[config.mk]
export PLATFORM = sky130hd
export DESIGN_NAME = lcd_bus_responder
export DESIGN_NICKNAME = d
export VERILOG_FILES = /design/src/rtl/lcd_bus_pkg.sv /design/src/rtl/lcd_resp_fifo.sv /design/src/rtl/lcd_bus_responder.sv
export SDC_FILE = /design/constraint.sdc
export NUM_CORES = 1
export LEC_CHECK = 0
export CAP_MARGIN = 20
export CORE_ASPECT_RATIO = 1.1
export CORE_MARGIN = 1.5
export CORE_UTILIZATION = 55
export DETAILED_ROUTE_END_ITERATION = 10
export DONT_BUFFER_PORTS = 1
export GPL_ROUTABILITY_DRIVEN = 0
export PLACE_DENSITY = 0.7
export REMOVE_ABC_BUFFERS = 1
export SLEW_MARGIN = 20
export SYNTH_ARGS = -nofsm -noshare
export SYNTH_HDL_FRONTEND = slang
export SYNTH_HIERARCHICAL = 1
export SYNTH_SLANG_ARGS = --single-unit
[constraint.sdc]
create_clock -name csi_clockreset_clk -period 3.6 [get_ports csi_clockreset_clk]
set_input_delay 0.36 -clock csi_clockreset_clk [delete_from_list [all_inputs] [get_ports csi_clockreset_clk]]
set_output_delay 0.36 -clock csi_clockreset_clk [all_outputs]
set_load 0.005 [all_outputs]
[src/rtl/lcd_bus_pkg.sv]
// Shared definitions for the LCD bus responder: control-bit positions,
// status-byte layout and the queued write-entry type.
package lcd_bus_pkg;

  localparam int unsigned CTRL_CE   = 0;
  localparam int unsigned CTRL_IORN = 1;
  localparam int unsigned CTRL_IOWN = 2;
  localparam int unsigned CTRL_CD   = 3;

  // Idle bus: CE, IORn, IOWn deasserted (high), CD low.
  localparam logic [3:0] CTRL_IDLE = 4'b0111;

  localparam int unsigned STAT_NOT_FULL = 0;
  localparam int unsigned STAT_EMPTY    = 1;
  localparam int unsigned STAT_OVF      = 2;
  localparam int unsigned STAT_FRESH    = 3;

  typedef struct packed {
    logic       cd;
    logic [7:0] data;
  } lcd_entry_t;

  function automatic logic [7:0] status_byte(input logic not_full,
                                             input logic empty,
                                             input logic ovf,
                                             input logic fresh);
    logic [7:0] st;
    st                = '0;
    st[STAT_NOT_FULL] = not_full;
    st[STAT_EMPTY]    = empty;
    st[STAT_OVF]      = ovf;
    st[STAT_FRESH]    = fresh;
    return st;
  endfunction

endpackage

[src/rtl/lcd_resp_fifo.sv]
// Synchronous write-entry FIFO with a registered head; push and pop may
// happen in the same cycle, and a pop frees room for a push into a full FIFO.
module lcd_resp_fifo
  import lcd_bus_pkg::*;
#(
  parameter int unsigned DEPTH = 8
) (
  input  logic       clk_i,
  input  logic       rst_ni,
  input  logic       push_i,
  input  lcd_entry_t wdata_i,
  input  logic       pop_i,
  output lcd_entry_t head_o,
  output logic       valid_o,
  output logic       full_o
);

  localparam int unsigned AW = $clog2(DEPTH);
  localparam int unsigned CW = AW + 1;
  localparam logic [CW-1:0] FULL_CNT = CW'(DEPTH);

  lcd_entry_t    mem_q [DEPTH];
  lcd_entry_t    head_q, head_d;
  logic [AW-1:0] wr_ptr_q, wr_ptr_d;
  logic [AW-1:0] rd_ptr_q, rd_ptr_d;
  logic [CW-1:0] count_q, count_d;
  logic          pop_ok, push_ok;

  always_comb begin
    pop_ok   = pop_i && (count_q != '0);
    push_ok  = push_i && ((count_q != FULL_CNT) || pop_ok);
    rd_ptr_d = rd_ptr_q + AW'(pop_ok);
    wr_ptr_d = wr_ptr_q + AW'(push_ok);
    count_d  = count_q + CW'(push_ok) - CW'(pop_ok);
    head_d   = head_q;
    // The new head is either already stored or is the entry arriving now.
    if (count_d != '0) begin
      if (push_ok && (wr_ptr_q == rd_ptr_d)) begin
        head_d = wdata_i;
      end else begin
        head_d = mem_q[rd_ptr_d];
      end
    end
  end

  always_ff @(posedge clk_i) begin
    if (!rst_ni) begin
      wr_ptr_q <= '0;
      rd_ptr_q <= '0;
      count_q  <= '0;
      head_q   <= '0;
    end else begin
      wr_ptr_q <= wr_ptr_d;
      rd_ptr_q <= rd_ptr_d;
      count_q  <= count_d;
      head_q   <= head_d;
    end
  end

  always_ff @(posedge clk_i) begin
    if (push_ok) begin
      mem_q[wr_ptr_q] <= wdata_i;
    end
  end

  assign head_o  = head_q;
  assign valid_o = (count_q != '0);
  assign full_o  = (count_q == FULL_CNT);

endmodule

[src/rtl/lcd_bus_responder.sv]
// Target-side 8080-style LCD bus endpoint: queues write cycles, answers reads.
// LCD_RESP_STATUS_EN: CD=1 reads return the status byte with overflow clear-on-read.
module lcd_bus_responder
  import lcd_bus_pkg::*;
#(
  parameter int unsigned FIFO_DEPTH  = 8,
  parameter int unsigned SYNC_STAGES = 2
) (
  input  logic       csi_clockreset_clk,
  input  logic       csi_clockreset_reset_n,
  input  logic [3:0] lcd_ctrl_in,
  input  logic [7:0] lcd_data_in,
  output logic [7:0] lcd_data_out,
  output logic       lcd_data_oe,
  output logic       cmd_valid,
  output logic       cmd_cd,
  output logic [7:0] cmd_data,
  input  logic       cmd_ready,
  input  logic       rdata_load,
  input  logic [7:0] rdata_value,
  output logic       overflow
);

  logic                   clk, rst_n;
  logic [3:0]             sync_q [SYNC_STAGES];
  logic [SYNC_STAGES-1:0] vld_q;
  logic [2:0]             dly_q;
  logic [3:0]             s;
  logic                   armed_q, armed_d;
  logic                   bus_err_q, bus_err_d;
  logic                   err_now;
  logic [7:0]             data_shadow_q;
  logic                   cd_shadow_q;
  logic                   push_q, push_d;
  logic                   rd_evt_q, rd_evt_d;
  logic                   oe_q, oe_d;
  logic [7:0]             dout_q, dout_d;
  logic [7:0]             rb_q;
  logic                   ovf_q, ovf_d;
  logic                   drop;
  logic                   fifo_full;
  lcd_entry_t             head;
`ifdef LCD_RESP_STATUS_EN
  logic                   rd_cd_q;
  logic                   fresh_q, fresh_d;
  logic                   ovf_clr_q;
`endif

  assign clk   = csi_clockreset_clk;
  assign rst_n = csi_clockreset_reset_n;
  assign s     = sync_q[SYNC_STAGES-1];

  always_ff @(posedge clk) begin
    if (!rst_n) begin
      for (int unsigned i = 0; i < SYNC_STAGES; i++) begin
        sync_q[i] <= CTRL_IDLE;
      end
      dly_q <= CTRL_IDLE[2:0];
      vld_q <= '0;
    end else begin
      sync_q[0] <= lcd_ctrl_in;
      for (int unsigned i = 1; i < SYNC_STAGES; i++) begin
        sync_q[i] <= sync_q[i-1];
      end
      dly_q <= s[2:0];
      vld_q <= {vld_q[SYNC_STAGES-2:0], 1'b1};
    end
  end

  // Events are qualified by armed_q so that a strobe already active when reset
  // is released (seen as an edge from the reset value) is ignored until idle.
  always_comb begin
    err_now   = bus_err_q | (!s[CTRL_IOWN] & !s[CTRL_IORN]);
    bus_err_d = bus_err_q;
    if (!s[CTRL_IOWN] && !s[CTRL_IORN]) begin
      bus_err_d = 1'b1;
    end else if (s[CTRL_IOWN] && s[CTRL_IORN]) begin
      bus_err_d = 1'b0;
    end
    armed_d  = armed_q | (vld_q[SYNC_STAGES-1] & s[CTRL_IOWN] & s[CTRL_IORN]);
    push_d   = armed_q & !dly_q[CTRL_IOWN] & s[CTRL_IOWN]
             & !dly_q[CTRL_CE] & !bus_err_q;
    rd_evt_d = armed_q & dly_q[CTRL_IORN] & !s[CTRL_IORN]
             & !s[CTRL_CE] & !err_now;
    oe_d     = armed_q & !dly_q[CTRL_CE] & !dly_q[CTRL_IORN]
             & dly_q[CTRL_IOWN] & !bus_err_q;
  end

  always_ff @(posedge clk) begin
    if (!rst_n) begin
      armed_q       <= 1'b0;
      bus_err_q     <= 1'b0;
      data_shadow_q <= '0;
      cd_shadow_q   <= 1'b0;
      push_q        <= 1'b0;
      rd_evt_q      <= 1'b0;
      oe_q          <= 1'b0;
    end else begin
      armed_q   <= armed_d;
      bus_err_q <= bus_err_d;
      if (!s[CTRL_IOWN] && !s[CTRL_CE]) begin
        data_shadow_q <= lcd_data_in;
        cd_shadow_q   <= s[CTRL_CD];
      end
      push_q   <= push_d;
      rd_evt_q <= rd_evt_d;
      oe_q     <= oe_d;
    end
  end

  lcd_resp_fifo #(
    .DEPTH(FIFO_DEPTH)
  ) u_fifo (
    .clk_i   (clk),
    .rst_ni  (rst_n),
    .push_i  (push_q),
    .wdata_i ({cd_shadow_q, data_shadow_q}),
    .pop_i   (cmd_ready),
    .head_o  (head),
    .valid_o (cmd_valid),
    .full_o  (fifo_full)
  );

  assign drop = push_q & fifo_full & !(cmd_ready & cmd_valid);

  always_comb begin
    dout_d = dout_q;
`ifdef LCD_RESP_STATUS_EN
    fresh_d = fresh_q;
    if (rd_evt_q) begin
      if (rd_cd_q) begin
        dout_d = status_byte(!fifo_full, !cmd_valid, ovf_q, fresh_q);
      end else begin
        dout_d  = rb_q;
        fresh_d = 1'b0;
      end
    end
    if (rdata_load) begin
      fresh_d = 1'b1;
    end
    ovf_d = drop | (ovf_q & !ovf_clr_q);
`else
    if (rd_evt_q) begin
      dout_d = rb_q;
    end
    ovf_d = drop | ovf_q;
`endif
  end

  always_ff @(posedge clk) begin
    if (!rst_n) begin
      dout_q <= '0;
      rb_q   <= '0;
      ovf_q  <= 1'b0;
`ifdef LCD_RESP_STATUS_EN
      rd_cd_q   <= 1'b0;
      fresh_q   <= 1'b0;
      ovf_clr_q <= 1'b0;
`endif
    end else begin
      dout_q <= dout_d;
      ovf_q  <= ovf_d;
      if (rdata_load) begin
        rb_q <= rdata_value;
      end
`ifdef LCD_RESP_STATUS_EN
      if (rd_evt_d) begin
        rd_cd_q <= s[CTRL_CD];
      end
      fresh_q   <= fresh_d;
      ovf_clr_q <= rd_evt_q & rd_cd_q;
`endif
    end
  end

  assign lcd_data_out = dout_q;
  assign lcd_data_oe  = oe_q;
  assign cmd_cd       = head.cd;
  assign cmd_data     = head.data;
  assign overflow     = ovf_q;

endmodule

* After elaboration in Yosys (flattened, before gate mapping)
Memories as Yosys holds them, arrays and structs flattened. A register that Yosys moved wholly into a read port is not among the register bits.
Cells that the tools add are included.
** Word-level totals
- Register bits after elaboration :: 46
- Bits in latches :: 0
- Memory bits (writable) :: 80
- ROM bits :: 0
- Input bits :: 24
- Output and inout bits :: 20
- Word-level logic and storage cells :: 75
- Memories kept :: 2
** Operators by class
- $add $sub $neg :: 4
- $mul :: 0
- Divide/modulo/power cells :: 0
- Magnitude comparators :: 0
- Equal/unequal tests :: 2
- Shift operators :: 0
- Mux-type cells :: 9
- Bitwise logic cells :: 23
- Reduce and logical (&&, ||, !) cells :: 19
** Memories
- u_fifo.mem_q :: depth 8, width 9, rd ports 1, clocked after Yosys merged registers in 1, wr ports 1, line lcd_resp_fifo.sv:22 : lcd_entry_t mem_q [DEPTH];
- sync_q :: depth 2, width 4, rd ports 2, clocked after Yosys merged registers in 0, wr ports 2, line lcd_bus_responder.sv:25 : logic [3:0] sync_q [SYNC_STAGES];
** Operator list (number)
- bitwise AND 1 bit :: 18
- zero test 1 bit :: 10
- 2-to-1 mux 4 bit :: 2
- nonzero test 4 bit :: 2
- 2-to-1 mux 1 bit :: 7
- adder 3 x 1 -> 3 bit :: 2
- logical AND 1 bit :: 5
- bitwise OR 1 bit :: 5
- adder 4 x 1 -> 4 bit :: 1
- == test 4 bit, second input constant :: 1
- inequality test 4 bit, second input constant :: 1
- subtractor 4 x 1 -> 4 bit :: 1
- nonzero test 2 bit :: 1
- logical OR 1 bit :: 1

* Logic depth before layout (Yosys ltp)
- Depth in word-level cells :: 7
- Mapped depth :: 13
- Mapped depth without buffers :: 12

* Hierarchy
The synthesis kept the hierarchy.
** By module, submodules not included
- lcd_resp_fifo :: instances 1, cells each 250, area each 4005.1 um^2, seq. area each 2542.4 um^2
- lcd_bus_responder :: instances 1, cells each 139, area each 1550.2 um^2, seq. area each 880.8 um^2

* Worst setup path before layout
Ideal clock, no wire load.
- Path type :: flip-flop to flip-flop
- Start point :: register u_fifo.count_q[2]
- End point :: register u_fifo/head_o[0] (netlist name)
- Data arrival time :: 2.743 ns
- Data required time :: 3.516 ns
- Setup slack :: 0.773 ns
- Stages on the path, launching flop included :: 14
- Path buffers :: 1
- Clock period less this slack :: 2.827 ns
- Cells stage by stage :: dfxtp_1 > inv_1 > ha_1 > nand2_1 > nand2_1 > mux2i_1 > ha_1 > inv_1 > fa_1 > xnor2_2 > a2111oi_4 > or3b_1 > buf_6 > o31ai_2
** Between the ends
- Longest elaborated chain between the ends :: 7
- Elaborated cells between the ends (all ways) :: 9
- Classes of those cells :: 3 x add/sub; 1 x eq/ne; 5 x reduce/logical
** Ends and longest elaborated chain
- start, declared :: line lcd_resp_fifo.sv:26 : logic [CW-1:0] count_q, count_d;
- start signal, assigned :: line lcd_resp_fifo.sv:55 : count_q <= count_d;
- nonzero test 4 bit *
- via cmd_valid :: line lcd_bus_responder.sv:15 : output logic cmd_valid,
- logical AND 1 bit * :: line lcd_resp_fifo.sv:30 : pop_ok = pop_i && (count_q != '0);
- logical OR 1 bit :: line lcd_resp_fifo.sv:31 : push_ok = push_i && ((count_q != FULL_CNT) || pop_ok);
- logical AND 1 bit :: line lcd_resp_fifo.sv:31
- adder 4 x 1 -> 4 bit :: line lcd_resp_fifo.sv:34 : count_d = count_q + CW'(push_ok) - CW'(pop_ok);
- subtractor 4 x 1 -> 4 bit :: line lcd_resp_fifo.sv:34
- nonzero test 4 bit :: line lcd_resp_fifo.sv:37 : if (count_d != '0) begin
Mark *: on every way through the listed nets, which the timed path passes. The rest lies on a longest branch.
A chain may end at the register's enable or synchronous reset.

* Final worst setup path
- Start point :: register u_fifo.count_q[2]
- End point :: register u_fifo/head_o[3] (netlist name)
** Between the ends
- Longest elaborated chain between the ends :: 7
- Elaborated cells between the ends (all ways) :: 9
- Classes of those cells :: 3 x add/sub; 1 x eq/ne; 5 x reduce/logical
** Ends and longest elaborated chain (line)
- nonzero test 4 bit *
- via cmd_valid :: lcd_bus_responder.sv:15
- logical AND 1 bit * :: lcd_resp_fifo.sv:30
- logical OR 1 bit :: lcd_resp_fifo.sv:31
- logical AND 1 bit :: lcd_resp_fifo.sv:31
- adder 4 x 1 -> 4 bit :: lcd_resp_fifo.sv:34
- subtractor 4 x 1 -> 4 bit :: lcd_resp_fifo.sv:34
- nonzero test 4 bit :: lcd_resp_fifo.sv:37
Marked as above.

==> impl_metrics.toml <==
[worst_setup_path]
critPathSlowestCell = "or3b_1"
cpLargestDelayFamily = "simple AND/OR/NAND/NOR gates"
path_buf_inv = 2
arrival_ps = 3570
cpPeakStageDelay_ps = 610
cp_num_cells = 12
r2r_cells = 12
worst_ep_required_time_ps = 4020
path_cells = "inv_1 -> ha_1 -> nand2_1 -> nand2_1 -> mux2i_1 -> ha_1 -> inv_1 -> fa_1 -> xnor2_2 -> a2111oi_4 -> or3b_1 -> o31ai_2"
crit_type = "register to register"
startpoint_type = "register"
end_kind = "register"
cp_max_fo = 9

[floorplan]
dieArea_mm2 = 0.0107
core_area_mm2 = 0.00984
io_pins = 44
rows = 38
start_util = 0.564
die_y_um = 108
die_w_um = 98.8

[yosys]
synth_top_family_by_area = "multiplexers"
synth-seq-cells = 135
synth_xor_area_frac = 0.0162
netlist.area_leader.share = 0.389
synth_area_per_cell_um2 = 14.3
synthesis.area_mm2 = 0.00556
seq_area_frac_synth = 0.616
yosys-top-cells-area = "edfxtp_1, dfxtp_1, mux2i_1"
synth_fa_ha_area_frac = 0.0261
synth_cells = 389
ys_async_sr_fraction = 0
synth_compound_area_frac = 0.0813
synthMuxAreaShare = 0.135
yosys.area_share.simple = 0.0971
synth_ff_type = "edfxtp_1"
synth_cell_types = 47
ys_warn_count = 6
synth_edf_count = 72
yosysTopAreaCell = "edfxtp_1"

[cells_and_area]
nets = 454
area_delta_synth_final_pct = 16.7
fillers = 711
diodes = 0
drive_gt1_frac = 0.167

[sta]
hold_violations = 0
fin_worst_skew_ps = 10.5
setup_tns_ps = 0
max_slew_margin = 0.340
tightest_slew_ps = 984
rsz0062_at_grt = "false"
finalCritPeriodShare = 0.875
setup_viol = 0
finalWorstSetupSlack_ps = 451
max_freq_mhz = 318
min_period_ps = 3150
drv_slew = 0
holdWs_ps = 23.2

[detailed_routing]
drt_wl_total_um = 9920
drtIter0Drc = 206
routed_via_density = 5.59
post-route-drc-count = 1
firstDrtPassIters = 7
antenna_left = 0
vias = 3085
routedWlPerCell_um = 18.0

[grt]
grt_pass1_wl_um = 15600
grt-ovfl-total = 0
gr-usage-all-layers = 0.201
grt_pass1_vias = 3062
antenna_found_initial = 0
grt_max_degree = 60

[clock_tree]
clock_latency_ps = 520
h-tree-depth = 4
clk_path_buf_depth = 2
cts_setup_buffers = 0
cts_resized = 0
cts_inserted_buffers = 17
cts_sinks = 135
cts_tree = "yes"
cts_root_buf = "clkbuf_8"
clkTransAtPathRegs_ps = 60
hold_buffers = 24

[pwr]
vdd_drop_max_mv = 0.384
p_leak_uw = 0.00226
powerDensity_mw_per_mm2 = 694
p_total_uw = 4500

[status]
violations = "DRC"
outcome = "complete, but fails checks"

[place]
dp_hpwl_um = 6170
pre_cts_slack_ps = 475
portBuffers = 0

[min_path]
hp-class = "primary input to register"
hold_depth = 2

[job]
cap_violations = 0
==> path summary, 6_finish.rpt <==
check / from / end / slack (ps)
setup / recovery: u_fifo/count_q[2] / u_fifo/head_o[3] / 450
hold / removal: rdata_value[0] / rb_q[0] / 20
setup reg to reg: u_fifo/count_q[2] / u_fifo/head_o[3] / 450
hold reg to reg: sync_q[0][2] / sync_q[0][6] / 410
==> sequential cells by signal, indices dropped and copies added, names as in the netlist, 2 cells and up <==
name,count
lcd_data_out,8
u_fifo/wr_ptr_q,3
vld_q,2
u_fifo/rd_ptr_q,3
u_fifo/head_o,9
u_fifo/mem_q,72
rb_q,8
u_fifo/count_q,4
data_shadow_q,8
sync_q,8
dly_q,3
==> logic make-up (layout without fill, tap and decap cells) <==
| family | after synthesis | count (layout) |
|---|---|---|
| AO/OA/AOI/OAI | 53 | 53 |
| XOR/XNOR | 7 | 7 |
| adder cells (fa/ha/maj) | 11 | 11 |
| buffers and inverters | 29 | 72 |
| flip-flops | 135 | 135 |
| multiplexers | 63 | 63 |
| AND/OR/NAND/NOR | 91 | 91 |
==> area by class of cell <==
class                      count  area, µm²  share of cell area
sequential                   135       3420               0.528
timing repair buffer          31        315              0.0486
multi-input combinational    225       2000               0.308
clock inverter                10       67.6              0.0104
clock buffer                  22        489              0.0755
inverter                       9       38.8             0.00598
tap                          120        150              0.0232
==> power breakdown <==
part           total, µW  internal [µW]  leakage [µW]  switching [µW]
registers           1760           1690       0.00118            63.7
logic               1180            553      0.000797             625
clock network       1560            952      0.000279             612
total               4500           3200       0.00226            1300
==> per-layer routing <==
metal,vias to the layer above,GRT usage,wire length [µm]
met5,-,0,0
met4,0,0.104,158
met3,13,0.0537,404
met2,72,0.331,4890
met1,1501,0.246,4470
li1,1499,-,-
==> Yosys cell counts (3+ instances only) <==
cell type / instances
a21boi_1: 9
and2_1: 12
buf_2: 4
buf_4: 5
clkbuf_1: 7
dfxtp_1: 63
edfxtp_1: 72
ha_1: 10
inv_1: 7
mux2i_1: 54
mux4_2: 7
nand2_1: 18
nand2b_1: 11
nor2_1: 5
nor2b_1: 20
nor3_1: 13
o211ai_1: 9
o21a_1: 10
o21ai_0: 9
o31ai_2: 9
xnor2_1: 3
==> metrics by stage <==
stage | utilization | cell area, µm² | instances
6_report | 0.659 | 6480 | 552
5_1_grt | 0.659 | 6480 | 552
4_1_cts | 0.659 | 6480 | 552
3_5_place_dp | 0.577 | 5680 | 496
3_3_place_gp | 0.577 | 5680 | 496
2_1_floorplan | - | 5440 | 369
==> worst register-to-register path: stages (launching register included) <==
cell       delay (ps)
dfxtp_1           290
inv_1              90
ha_1              170
nand2_1           100
nand2_1           140
mux2i_1           200
ha_1              210
inv_1              60
fa_1              410
xnor2_2           330
a2111oi_4         100
or3b_1            610
o31ai_2           330
==> layout by cell type (no fill, tap or decap), drive strengths merged <==
| cell | count |
|---|---|
| a2111oi | 2 |
| a21boi | 9 |
| a21o | 1 |
| a21oi | 2 |
| a31oi | 1 |
| and2 | 12 |
| buf | 8 |
| clkbuf | 22 |
| clkinv | 8 |
| clkinvlp | 1 |
| dfxtp | 63 |
| dlygate4sd3 | 23 |
| edfxtp | 72 |
| fa | 1 |
| ha | 10 |
| inv | 10 |
| mux2i | 54 |
| mux4 | 9 |
| nand2 | 18 |
| nand2b | 11 |
| nand3 | 2 |
| nand3b | 2 |
| nor2 | 6 |
| nor2b | 20 |
| nor3 | 13 |
| nor4 | 3 |
| nor4b | 1 |
| o211ai | 9 |
| o21a | 10 |
| o21ai | 10 |
| o31ai | 9 |
| or2 | 1 |
| or3b | 2 |
| xnor2 | 4 |
| xnor3 | 1 |
| xor2 | 2 |
No activity file was read; power rests on OpenSTA's default activity.
